==> src/rtl/pipeline_hazard_ctrl_pkg.sv <==
// Shared types and helpers for the pipeline hazard controller: FSM state
// encoding, the architectural zero register and the stall/flush bundle.
package pipeline_hazard_ctrl_pkg;

  typedef enum logic [1:0] {
    ST_RUN      = 2'd0,
    ST_LU_STALL = 2'd1,
    ST_SQUASH   = 2'd2
  } ctrl_state_e;

  // x0 is hard-wired to zero, so a load targeting it never creates a hazard.
  localparam logic [4:0] REG_X0 = 5'd0;

  typedef struct packed {
    logic pc_stall;
    logic if_id_stall;
    logic if_id_flush;
    logic id_ex_flush;
    logic ex_mem_stall;
  } stall_bundle_t;

  localparam stall_bundle_t BUNDLE_IDLE = stall_bundle_t'(5'b00000);

  // True when the load in EX writes a register the ID instruction reads.
  function automatic logic load_use_hit(
    input logic       ex_valid,
    input logic       ex_mem_read,
    input logic [4:0] ex_rd,
    input logic [4:0] id_rs1,
    input logic [4:0] id_rs2,
    input logic       id_use_rs1,
    input logic       id_use_rs2
  );
    logic rs1_hit;
    logic rs2_hit;
    rs1_hit = id_use_rs1 & (id_rs1 == ex_rd);
    rs2_hit = id_use_rs2 & (id_rs2 == ex_rd);
    return ex_valid & ex_mem_read & (ex_rd != REG_X0) & (rs1_hit | rs2_hit);
  endfunction

endpackage

==> src/rtl/pipeline_hazard_ctrl_if.sv <==
// Pipeline-side bundle of the hazard controller: hazard sources from the
// ID/EX/MEM stages in, per-stage stall/flush controls and redirect out.
interface pipeline_hazard_ctrl_if #(
  parameter int XLEN = 32
);
  logic            mem_busy;
  logic [4:0]      id_rs1;
  logic [4:0]      id_rs2;
  logic            id_use_rs1;
  logic            id_use_rs2;
  logic            ex_valid;
  logic            ex_mem_read;
  logic [4:0]      ex_rd;
  logic            ex_mispredict;
  logic            ex_jump;
  logic [XLEN-1:0] ex_target_pc;

  logic            pc_stall;
  logic            if_id_stall;
  logic            if_id_flush;
  logic            id_ex_flush;
  logic            ex_mem_stall;
  logic            redirect_valid;
  logic [XLEN-1:0] redirect_pc;

  // Pipeline side: reports hazard sources, consumes the controls.
  modport master (
    output mem_busy, id_rs1, id_rs2, id_use_rs1, id_use_rs2,
           ex_valid, ex_mem_read, ex_rd, ex_mispredict, ex_jump, ex_target_pc,
    input  pc_stall, if_id_stall, if_id_flush, id_ex_flush, ex_mem_stall,
           redirect_valid, redirect_pc
  );

  // Controller side.
  modport slave (
    input  mem_busy, id_rs1, id_rs2, id_use_rs1, id_use_rs2,
           ex_valid, ex_mem_read, ex_rd, ex_mispredict, ex_jump, ex_target_pc,
    output pc_stall, if_id_stall, if_id_flush, id_ex_flush, ex_mem_stall,
           redirect_valid, redirect_pc
  );
endinterface

==> src/rtl/pipeline_hazard_ctrl_sat_counter.sv <==
// Saturating event counter: counts inc pulses, freezes while hold is high,
// and sticks at all-ones instead of wrapping.
module sat_counter #(
  parameter int CNT_W = 32
) (
  input  logic             clock,
  input  logic             reset,
  input  logic             inc,
  input  logic             hold,
  output logic [CNT_W-1:0] value
);

  logic [CNT_W-1:0] value_r;

  // Count register with synchronous clear and saturation at the top value.
  always_ff @(posedge clock) begin
    if (reset) begin
      value_r <= '0;
    end else if (hold) begin
      value_r <= value_r;
    end else if (inc && (value_r != {CNT_W{1'b1}})) begin
      value_r <= value_r + CNT_W'(1);
    end else begin
      value_r <= value_r;
    end
  end

  assign value = value_r;

endmodule

==> src/rtl/pipeline_hazard_ctrl.sv <==
// Central stall/flush/redirect sequencer for the 5-stage core. Arbitrates
// memory-busy freeze, EX redirects and ID load-use hazards, and keeps
// saturating performance counters for each event class.
module pipeline_hazard_ctrl
  import pipeline_hazard_ctrl_pkg::*;
#(
  parameter int XLEN          = 32,
  parameter int CNT_W         = 32,
  parameter int SQUASH_CYCLES = 1
) (
  input  logic                   clock,
  input  logic                   reset,
  pipeline_hazard_ctrl_if.slave  hz,
  output logic [1:0]             ctrl_state,
  output logic [CNT_W-1:0]       stat_mispredicts,
  output logic [CNT_W-1:0]       stat_jumps,
  output logic [CNT_W-1:0]       stat_stalls
);

  localparam int SQ_W = (SQUASH_CYCLES < 2) ? 1 : $clog2(SQUASH_CYCLES + 1);

  ctrl_state_e     state_r;
  ctrl_state_e     state_nxt_s;
  logic [SQ_W-1:0] sq_cnt_r;
  logic [SQ_W-1:0] sq_nxt_s;
  stall_bundle_t   ctrl_s;
  logic            redirect_valid_s;
  logic [XLEN-1:0] redirect_pc_s;
  logic            redirect_ev_s;
  logic            load_use_s;
  logic            inc_mis_s;
  logic            inc_jmp_s;
  logic            inc_stl_s;

  assign redirect_ev_s = hz.ex_valid & (hz.ex_mispredict | hz.ex_jump);
  assign load_use_s    = load_use_hit(hz.ex_valid, hz.ex_mem_read, hz.ex_rd,
                                      hz.id_rs1, hz.id_rs2,
                                      hz.id_use_rs1, hz.id_use_rs2);

  // Hazard arbitration: reset > mem_busy > redirect > load-use, with the
  // squash shadow and the post-stall cycle ignoring EX/ID events entirely.
  always_comb begin
    ctrl_s           = BUNDLE_IDLE;
    redirect_valid_s = 1'b0;
    redirect_pc_s    = '0;
    inc_mis_s        = 1'b0;
    inc_jmp_s        = 1'b0;
    inc_stl_s        = 1'b0;
    state_nxt_s      = state_r;
    sq_nxt_s         = sq_cnt_r;
    if (reset) begin
      state_nxt_s = ST_RUN;
      sq_nxt_s    = '0;
    end else if (hz.mem_busy) begin
      ctrl_s.pc_stall     = 1'b1;
      ctrl_s.if_id_stall  = 1'b1;
      ctrl_s.ex_mem_stall = 1'b1;
    end else begin
      case (state_r)
        ST_RUN: begin
          if (redirect_ev_s) begin
            redirect_valid_s   = 1'b1;
            redirect_pc_s      = hz.ex_target_pc;
            ctrl_s.if_id_flush = 1'b1;
            ctrl_s.id_ex_flush = 1'b1;
            inc_mis_s          = hz.ex_mispredict;
            inc_jmp_s          = ~hz.ex_mispredict;
            state_nxt_s        = ST_SQUASH;
            sq_nxt_s           = SQ_W'(SQUASH_CYCLES);
          end else if (load_use_s) begin
            ctrl_s.pc_stall    = 1'b1;
            ctrl_s.if_id_stall = 1'b1;
            ctrl_s.id_ex_flush = 1'b1;
            inc_stl_s          = 1'b1;
            state_nxt_s        = ST_LU_STALL;
          end else begin
            state_nxt_s = ST_RUN;
          end
        end
        ST_LU_STALL: begin
          state_nxt_s = ST_RUN;
        end
        ST_SQUASH: begin
          if (sq_cnt_r <= SQ_W'(1)) begin
            state_nxt_s = ST_RUN;
            sq_nxt_s    = '0;
          end else begin
            sq_nxt_s = sq_cnt_r - SQ_W'(1);
          end
        end
        default: begin
          state_nxt_s = ST_RUN;
          sq_nxt_s    = '0;
        end
      endcase
    end
  end

  // FSM state and squash-shadow countdown.
  always_ff @(posedge clock) begin
    if (reset) begin
      state_r  <= ST_RUN;
      sq_cnt_r <= '0;
    end else begin
      state_r  <= state_nxt_s;
      sq_cnt_r <= sq_nxt_s;
    end
  end

  assign hz.pc_stall       = ctrl_s.pc_stall;
  assign hz.if_id_stall    = ctrl_s.if_id_stall;
  assign hz.if_id_flush    = ctrl_s.if_id_flush;
  assign hz.id_ex_flush    = ctrl_s.id_ex_flush;
  assign hz.ex_mem_stall   = ctrl_s.ex_mem_stall;
  assign hz.redirect_valid = redirect_valid_s;
  assign hz.redirect_pc    = redirect_pc_s;
  assign ctrl_state        = state_r;

  sat_counter #(.CNT_W(CNT_W)) u_cnt_mis (
    .clock (clock),
    .reset (reset),
    .inc   (inc_mis_s),
    .hold  (hz.mem_busy),
    .value (stat_mispredicts)
  );

  sat_counter #(.CNT_W(CNT_W)) u_cnt_jmp (
    .clock (clock),
    .reset (reset),
    .inc   (inc_jmp_s),
    .hold  (hz.mem_busy),
    .value (stat_jumps)
  );

  sat_counter #(.CNT_W(CNT_W)) u_cnt_stl (
    .clock (clock),
    .reset (reset),
    .inc   (inc_stl_s),
    .hold  (hz.mem_busy),
    .value (stat_stalls)
  );

endmodule

==> src/flat_wrapper.sv <==
// flat-port wrapper written by rule: the top's interface ports become plain ports
module pipeline_hazard_ctrl_flat import pipeline_hazard_ctrl_pkg::*;
#(
  parameter int XLEN          = 32,
  parameter int CNT_W         = 32,
  parameter int SQUASH_CYCLES = 1
)
  (clock, reset, ctrl_state, stat_mispredicts, stat_jumps, stat_stalls, hz_mem_busy, hz_id_rs1, hz_id_rs2, hz_id_use_rs1, hz_id_use_rs2, hz_ex_valid, hz_ex_mem_read, hz_ex_rd, hz_ex_mispredict, hz_ex_jump, hz_ex_target_pc, hz_pc_stall, hz_if_id_stall, hz_if_id_flush, hz_id_ex_flush, hz_ex_mem_stall, hz_redirect_valid, hz_redirect_pc);
  pipeline_hazard_ctrl_if #(.XLEN(XLEN)) hz_i ();
  input  logic clock;
  input  logic reset;
  output logic [1:0] ctrl_state;
  output logic [CNT_W-1:0] stat_mispredicts;
  output logic [CNT_W-1:0] stat_jumps;
  output logic [CNT_W-1:0] stat_stalls;
  input wire logic [$bits(hz_i.mem_busy)-1:0] hz_mem_busy;
  input wire logic [$bits(hz_i.id_rs1)-1:0] hz_id_rs1;
  input wire logic [$bits(hz_i.id_rs2)-1:0] hz_id_rs2;
  input wire logic [$bits(hz_i.id_use_rs1)-1:0] hz_id_use_rs1;
  input wire logic [$bits(hz_i.id_use_rs2)-1:0] hz_id_use_rs2;
  input wire logic [$bits(hz_i.ex_valid)-1:0] hz_ex_valid;
  input wire logic [$bits(hz_i.ex_mem_read)-1:0] hz_ex_mem_read;
  input wire logic [$bits(hz_i.ex_rd)-1:0] hz_ex_rd;
  input wire logic [$bits(hz_i.ex_mispredict)-1:0] hz_ex_mispredict;
  input wire logic [$bits(hz_i.ex_jump)-1:0] hz_ex_jump;
  input wire logic [$bits(hz_i.ex_target_pc)-1:0] hz_ex_target_pc;
  output wire logic [$bits(hz_i.pc_stall)-1:0] hz_pc_stall;
  output wire logic [$bits(hz_i.if_id_stall)-1:0] hz_if_id_stall;
  output wire logic [$bits(hz_i.if_id_flush)-1:0] hz_if_id_flush;
  output wire logic [$bits(hz_i.id_ex_flush)-1:0] hz_id_ex_flush;
  output wire logic [$bits(hz_i.ex_mem_stall)-1:0] hz_ex_mem_stall;
  output wire logic [$bits(hz_i.redirect_valid)-1:0] hz_redirect_valid;
  output wire logic [$bits(hz_i.redirect_pc)-1:0] hz_redirect_pc;
  assign hz_i.mem_busy = hz_mem_busy;
  assign hz_i.id_rs1 = hz_id_rs1;
  assign hz_i.id_rs2 = hz_id_rs2;
  assign hz_i.id_use_rs1 = hz_id_use_rs1;
  assign hz_i.id_use_rs2 = hz_id_use_rs2;
  assign hz_i.ex_valid = hz_ex_valid;
  assign hz_i.ex_mem_read = hz_ex_mem_read;
  assign hz_i.ex_rd = hz_ex_rd;
  assign hz_i.ex_mispredict = hz_ex_mispredict;
  assign hz_i.ex_jump = hz_ex_jump;
  assign hz_i.ex_target_pc = hz_ex_target_pc;
  assign hz_pc_stall = hz_i.pc_stall;
  assign hz_if_id_stall = hz_i.if_id_stall;
  assign hz_if_id_flush = hz_i.if_id_flush;
  assign hz_id_ex_flush = hz_i.id_ex_flush;
  assign hz_ex_mem_stall = hz_i.ex_mem_stall;
  assign hz_redirect_valid = hz_i.redirect_valid;
  assign hz_redirect_pc = hz_i.redirect_pc;
  pipeline_hazard_ctrl #(.XLEN(XLEN), .CNT_W(CNT_W), .SQUASH_CYCLES(SQUASH_CYCLES)) u_core (.clock(clock), .reset(reset), .hz(hz_i), .ctrl_state(ctrl_state), .stat_mispredicts(stat_mispredicts), .stat_jumps(stat_jumps), .stat_stalls(stat_stalls));
endmodule
==> config.mk <==
export PLATFORM = sky130hd
export DESIGN_NAME = pipeline_hazard_ctrl_flat
export DESIGN_NICKNAME = d
export VERILOG_FILES = /design/src/rtl/pipeline_hazard_ctrl_pkg.sv /design/src/rtl/pipeline_hazard_ctrl_if.sv /design/src/rtl/pipeline_hazard_ctrl_sat_counter.sv /design/src/rtl/pipeline_hazard_ctrl.sv /design/src/flat_wrapper.sv
export SDC_FILE = /design/constraint.sdc
export NUM_CORES = 1
export LEC_CHECK = 0
export CORE_MARGIN = 2
export CORE_UTILIZATION = 50
export CTS_BUF_LIST = sky130_fd_sc_hd__clkbuf_8 sky130_fd_sc_hd__clkbuf_16
export DETAILED_ROUTE_END_ITERATION = 8
export PLACE_DENSITY = 0.84
export RECOVER_POWER = 25
export SLEW_MARGIN = 20
export SYNTH_ARGS = -nofsm -noshare
export SYNTH_HDL_FRONTEND = slang
export SYNTH_HIERARCHICAL = 1
export SYNTH_SLANG_ARGS = --single-unit
==> constraint.sdc <==
create_clock -name clock -period 6.9 [get_ports clock]
set_input_delay 1.38 -clock clock [delete_from_list [all_inputs] [get_ports clock]]
set_output_delay 1.38 -clock clock [all_outputs]
set_load 0.005 [all_outputs]
==> impl_metrics.csv, run 1 <==
group,metric,value,unit
run_status,outcome,"complete, no violations",
clocking,clk_pin_slew,60,ps
critical_path,cp-start-kind,"input port",
critical_path,arrival,3640,ps
timing,maxSlewHeadroom,39.1,%
logic_synthesis,seq_area_frac_synth,33.8,%
placed_design,port_buffers,191,
critical_path,r2r.worst_path.cells,8,
floorplan,die_w,112,um
grt,grt_max_degree,62,
floorplan,start_util,51.0,%
min_path,hold_path.class,"flop to flop",
min_path,hold_depth,2,
logic_synthesis,synth.distinct_cells,60,
grt,overflow,0,
clocking,numCtsBuffers,9,
timing,fin_worst_skew,7.64,ps
routing,drt-initial-drc-count,464,
floorplan,design.core.area,0.0114,mm2
clocking,cts_setup_buffers,0,
routing,drt_pass1_iterations,5,
logic_synthesis,synth_nets,755,
cells_and_area,area_growth,38.7,%
logic_synthesis,synth_warnings,6,
critical_path,worstPathRequired,5520,ps
routing,wl_per_cell,17.8,um
logic_synthesis,synth_edf_count,0,
logic_synthesis,synth_seq_cells,98,
critical_path,end_kind,"output pin",
routing,routed_wl,18.0,mm
timing,fin_crit_sh,72.8,%
timing,finalSetupViolCount,0,
clocking,cts_resized,0,
critical_path,r2r-start,"u_core/ctrl_state[0]",
floorplan,die_h,112,um
timing,hold_viol,0,
timing,rsz0062_at_grt,"no",
logic_synthesis,async_flop_share,0,%
floorplan,dieArea,0.0125,mm2
timing,tightest_slew,905,ps
cells_and_area,drive_gt1_share,7.75,%
logic_synthesis,synthCells,696,
routing,vias_per_cell,6.23,
clocking,cts_tree,"built",
min_path,hp-start,"u_core/u_cnt_mis/value[9]",
logic_synthesis,yosysMostFrequentCell,"dfxtp_1",
critical_path,worstSetupPathType,"input port to output pin",
critical_path,startpoint,"hz_mem_busy",
grt,antenna_found_initial,2,
power,p_leak,2.72,nW
clocking,cts_buffer_depth,2,
clocking,root_buffer,"clkbuf_16",
logic_synthesis,synth_area_leaders,"dfxtp_1 34%, or4_1 6.2%, a21oi_1 5.6%",
routing,drc,0,
timing,fin_crit,5020,ps
clocking,cts_hold_buf,0,
logic_synthesis,syn_area_per_cell,8.33,um2
clocking,clkLatencyLatePin,350,ps
logic_synthesis,synth_commonest_cells,"98 x dfxtp_1, 65 x a21oi_1, 48 x or4_1",
power,finalPower,1.17,mW
grt,grt_pass1_wl,28.1,mm
placed_design,dp_hpwl,13.4,mm
critical_path,crit_path_max_fanout,36,
grt,grt_usage,27.4,%
power,powerDensity,145,mW/mm2
logic_synthesis,syn_area,0.00580,mm2
timing,max_freq,199,MHz
logic_synthesis,synth_top_area_cell,"dfxtp_1",
routing,ant_nets,0,
floorplan,num_rows,39,
logic_synthesis,synth_top_flop_cell,"dfxtp_1",
floorplan,io_pins,192,
routing,num_vias,6283,
timing,slew_violations,0,
power,ir_drop,0.143,mV
clocking,cts_sinks,98,
grt,grt_pass1_vias,5835,
timing,finalSetupTns,0,ps
clocking,cts_max_level,3,
logic_synthesis,synth.top_cell.area_share,33.8,%
cells_and_area,nets,918,
run,maxCapViolations,0,
placed_design,place_congestion,0.902,
==> per-layer routing <==
| metal | wire, um | GRT usage, % |
|---|---|---|
| met1 | 6940 | 30.6 |
| met2 | 9480 | 51.8 |
| met3 | 1140 | 4.25 |
| met4 | 393 | 10.5 |
| met5 | 0 | 0 |
==> path summary, 6_finish.rpt <==
kind | end | slack (ps)
hold / removal | u_core/u_cnt_mis/value[9] | 500
hold reg to reg | u_core/u_cnt_mis/value[9] | 500
setup reg to reg | u_core/u_cnt_jmp/value[23] | 3630
setup / recovery | hz_redirect_pc[3] | 1880
==> registers in the layout (all words and copies together), names as in the netlist <==
register                flops
u_core/u_cnt_jmp/value     32
u_core/u_cnt_mis/value     32
u_core/u_cnt_stl/value     32
u_core/ctrl_state           2
==> critical path, cell delays in order <==
cell	delay, ps
clkdlybuf4s50_1	540
nor4_4	370
inv_2	100
nor2_4	490
and2_1	220
clkdlybuf4s50_1	510
==> stage by stage <==
step | worst slack [ps] | util, % | instance area (um2) | cells | hold WS [ps]
2_1_floorplan | 3120 | - | 5800 | 696 | 477
3_3_place_gp | 2000 | 67.8 | 7710 | 990 | 475
3_5_place_dp | 1850 | 67.9 | 7720 | 990 | 490
4_1_cts | 1850 | 70.6 | 8020 | 1006 | 501
5_1_grt | 1730 | 70.7 | 8040 | 1009 | 528
6_report | 1880 | 70.7 | 8040 | 1009 | 499
==> cell type report <==
type,count,area (um2)
inverters,13,48.8
fillers,880,3330
repair buffers,195,1950
clock buffers,11,253
well taps,143,179
clock inverters,5,53.8
multi-input cells,542,3590
diodes,2,5.00
flip-flops and latches,98,1960
==> cells by family after synthesis <==
family	after synthesis	share of synthesized area (%)
flip-flops	98	33.8
adder cells (fa/ha/maj)	3	0.647
buffers and inverters	56	4.42
AND/OR/NAND/NOR	341	36.9
multiplexers	15	2.91
XOR/XNOR	19	2.87
AO/OA/AOI/OAI	164	18.4
==> power breakdown <==
part / total, mW / switching (mW) / internal, mW
combinational: 0.0814 / 0.0336 / 0.0478
clock: 0.518 / 0.219 / 0.299
sequential: 0.567 / 0.000897 / 0.566
==> cells in the final DEF (no fill, tap or decap), types with 5 or more instances in the layout <==
cell             netlist  layout
a211oi_1               7       7
dlygate4sd3_1          0      57
and4_1                15      15
xnor2_1               11      11
nor3_1                 7       7
nand4_2                5       5
nor2_1                36      37
xor2_1                 8       8
nand2_1               38      38
nand2b_1               6       6
and3_1                12      12
or4_1                 48      48
nand4_1               32      32
clkdlybuf4s50_1        0     133
a31oi_1                5       5
and2_1                39      39
nand3_1               24      24
nor4_1                12      12
o21ai_0               18      18
dfxtp_1               98      98
mux2_2                14      14
inv_1                 12      13
clkbuf_16              0       9
o31ai_1               40      40
or3_1                 21      21
nor2b_1               19      19
a21oi_1               65      65
(Power assumes the default switching activity.)
==> inputs of run 2 (changes only) <==
CORE_UTILIZATION = 47   (was 50)
PLACE_DENSITY = 0.8   (was 0.84)
clock period = 4.9 ns   (was 6.9 ns; I/O delays follow)
==> run 2 against run 1 <==
  * Worst hold slack got worse by 7.5 ps
  * Combinational power is 39% higher
  * Via count decreased by 0.83%
  * Critical path type unchanged
  * Largest power group unchanged
  * Highest routed layer unchanged
==> impl_metrics.csv, run 2 (synthesis gave the netlist of run 1 again) <==
group,metric,value,unit
run_status,outcome,"complete, no violations",
grt,grt_max_degree,74,
cells_and_area,postLayoutCoreUtil,67.2,%
critical_path,worstPathRequired,3920,ps
routing,drt_pass1_iterations,5,
clocking,numCtsBuffers,9,
grt,overflow,0,
placed_design,place_ws,639,ps
critical_path,cp-start-kind,"input port",
power,finalPower,1.66,mW
placed_design,dp_cells,998,
cells_and_area,layout_common_cells,"133 x clkdlybuf4s50_1, 98 x dfxtp_1, 65 x a21oi_1",
floorplan,io_pins,192,
critical_path,crit_path_max_fanout,36,
clocking,cts_buffer_depth,2,
floorplan,die_w,115,um
routing,top_layer_used,"met4",
floorplan,design.core.area,0.0120,mm2
placed_design,port_buffers,191,
floorplan,dieArea,0.0132,mm2
cells_and_area,fin_cells,1015,
timing,tightest_slew,888,ps
clocking,root_buffer,"clkbuf_16",
grt,grt_pass1_vias,5804,
timing,hold_viol,0,
clocking,cts_max_level,3,
critical_path,end_kind,"output pin",
clocking,cts_sinks,98,
critical_path,arrival,3100,ps
placed_design,post_dp_cell_area,0.00774,mm2
cells_and_area,layout_commonest_cell,"clkdlybuf4s50_1",
grt,grt_pass1_wl,27.6,mm
timing,fin_crit_sh,83.3,%
cells_and_area,n_antenna_cell,0,
routing,wl_per_cell,16.8,um
routing,dr_wl_met2,8.44,mm
routing,wl_met3,991,um
timing,rsz0062_at_grt,"no",
routing,vias_per_cell,6.14,
clocking,clk_pin_slew,70,ps
timing,maxSlewHeadroom,40.3,%
timing,worst_hold_slack,492,ps
power,ir_drop,0.143,mV
routing,drc,0,
floorplan,num_rows,40,
clocking,clkLatencyLatePin,340,ps
placed_design,dp_hpwl,12.4,mm
routing,drt-initial-drc-count,352,
routing,num_vias,6231,
timing,finalSetupViolCount,0,
routing,wl_met1,7.40,mm
cells_and_area,design_area,0.00808,mm2
timing,layout_setup_ws,816,ps
timing,fin_crit,4080,ps
cells_and_area,fillers,996,
timing,fin_worst_skew,10.1,ps
cells_and_area,area_growth,39.3,%
power,p_leak,2.75,nW
run,maxCapViolations,0,
floorplan,start_util,48.3,%
placed_design,place_congestion,0.879,
clocking,cts_tree,"built",
critical_path,worstSetupPathType,"input port to output pin",
timing,max_freq,245,MHz
floorplan,die_h,115,um
min_path,hold_path.class,"flop to flop",
cells_and_area,drive_gt1_share,7.95,%
routing,ant_nets,0,
routing,routed_wl,17.0,mm
cells_and_area,nets,922,
grt,grt_usage,25.1,%
clocking,cts_hold_buf,0,
timing,slew_violations,0,
power,powerDensity,206,mW/mm2
timing,finalSetupTns,0,ps
clocking,cts_resized,0,
clocking,cts_setup_buffers,0,
grt,antenna_found_initial,0,
-- run 2: cell types whose count changed in the layout (fill, tap and decap cells not counted), sizes merged --
| cell | delta |
|---|---|
| inv | +3 |
| clkinv | -1 |
| clkbuf | -1 |
| clkinvlp | -2 |
| bufinv | +1 |
| diode | -2 |
| buf | +4 |
-- run 2: cell type report --
type	instances	area (um2)	share of cell area (%)
repair buffers	199	1970	24.4
well taps	147	184	2.28
clock inverters	6	75.1	0.930
multi-input cells	542	3590	44.5
flip-flops and latches	98	1960	24.3
inverters	13	48.8	0.604
clock buffers	10	239	2.96
-- run 2: critical path, stage by stage --
cell and delay [ps]:
clkdlybuf4s50_1 460, nor4_4 330, inv_2 110, nor2_4 460
o21bai_2 220, clkdlybuf4s50_1 530
-- run 2: worst paths after layout --
kind,start,to,slack (ps),cells after the start
worst min register to register,u_core/u_cnt_mis/value[14],u_core/u_cnt_mis/value[14],490,2
worst max register to register,u_core/ctrl_state[0],u_core/u_cnt_stl/value[28],1720,9
worst max-delay path,hz_mem_busy,hz_id_ex_flush,820,6
worst min-delay path,u_core/u_cnt_mis/value[14],u_core/u_cnt_mis/value[14],490,2
-- run 2: metal layers --
metal / vias to the layer above / track usage, %
met5: - / 0
met4: 0 / 6.91
met3: 24 / 4.53
met2: 222 / 43.6
met1: 2984 / 31.9
li1: 3001 / -
-- run 2: report_power, final --
part           total [mW]  leakage [nW]  internal (mW)  switching [mW]
clock network       0.752         0.168          0.454           0.298
logic               0.113          1.80         0.0683          0.0444
registers           0.798         0.789          0.797         0.00135
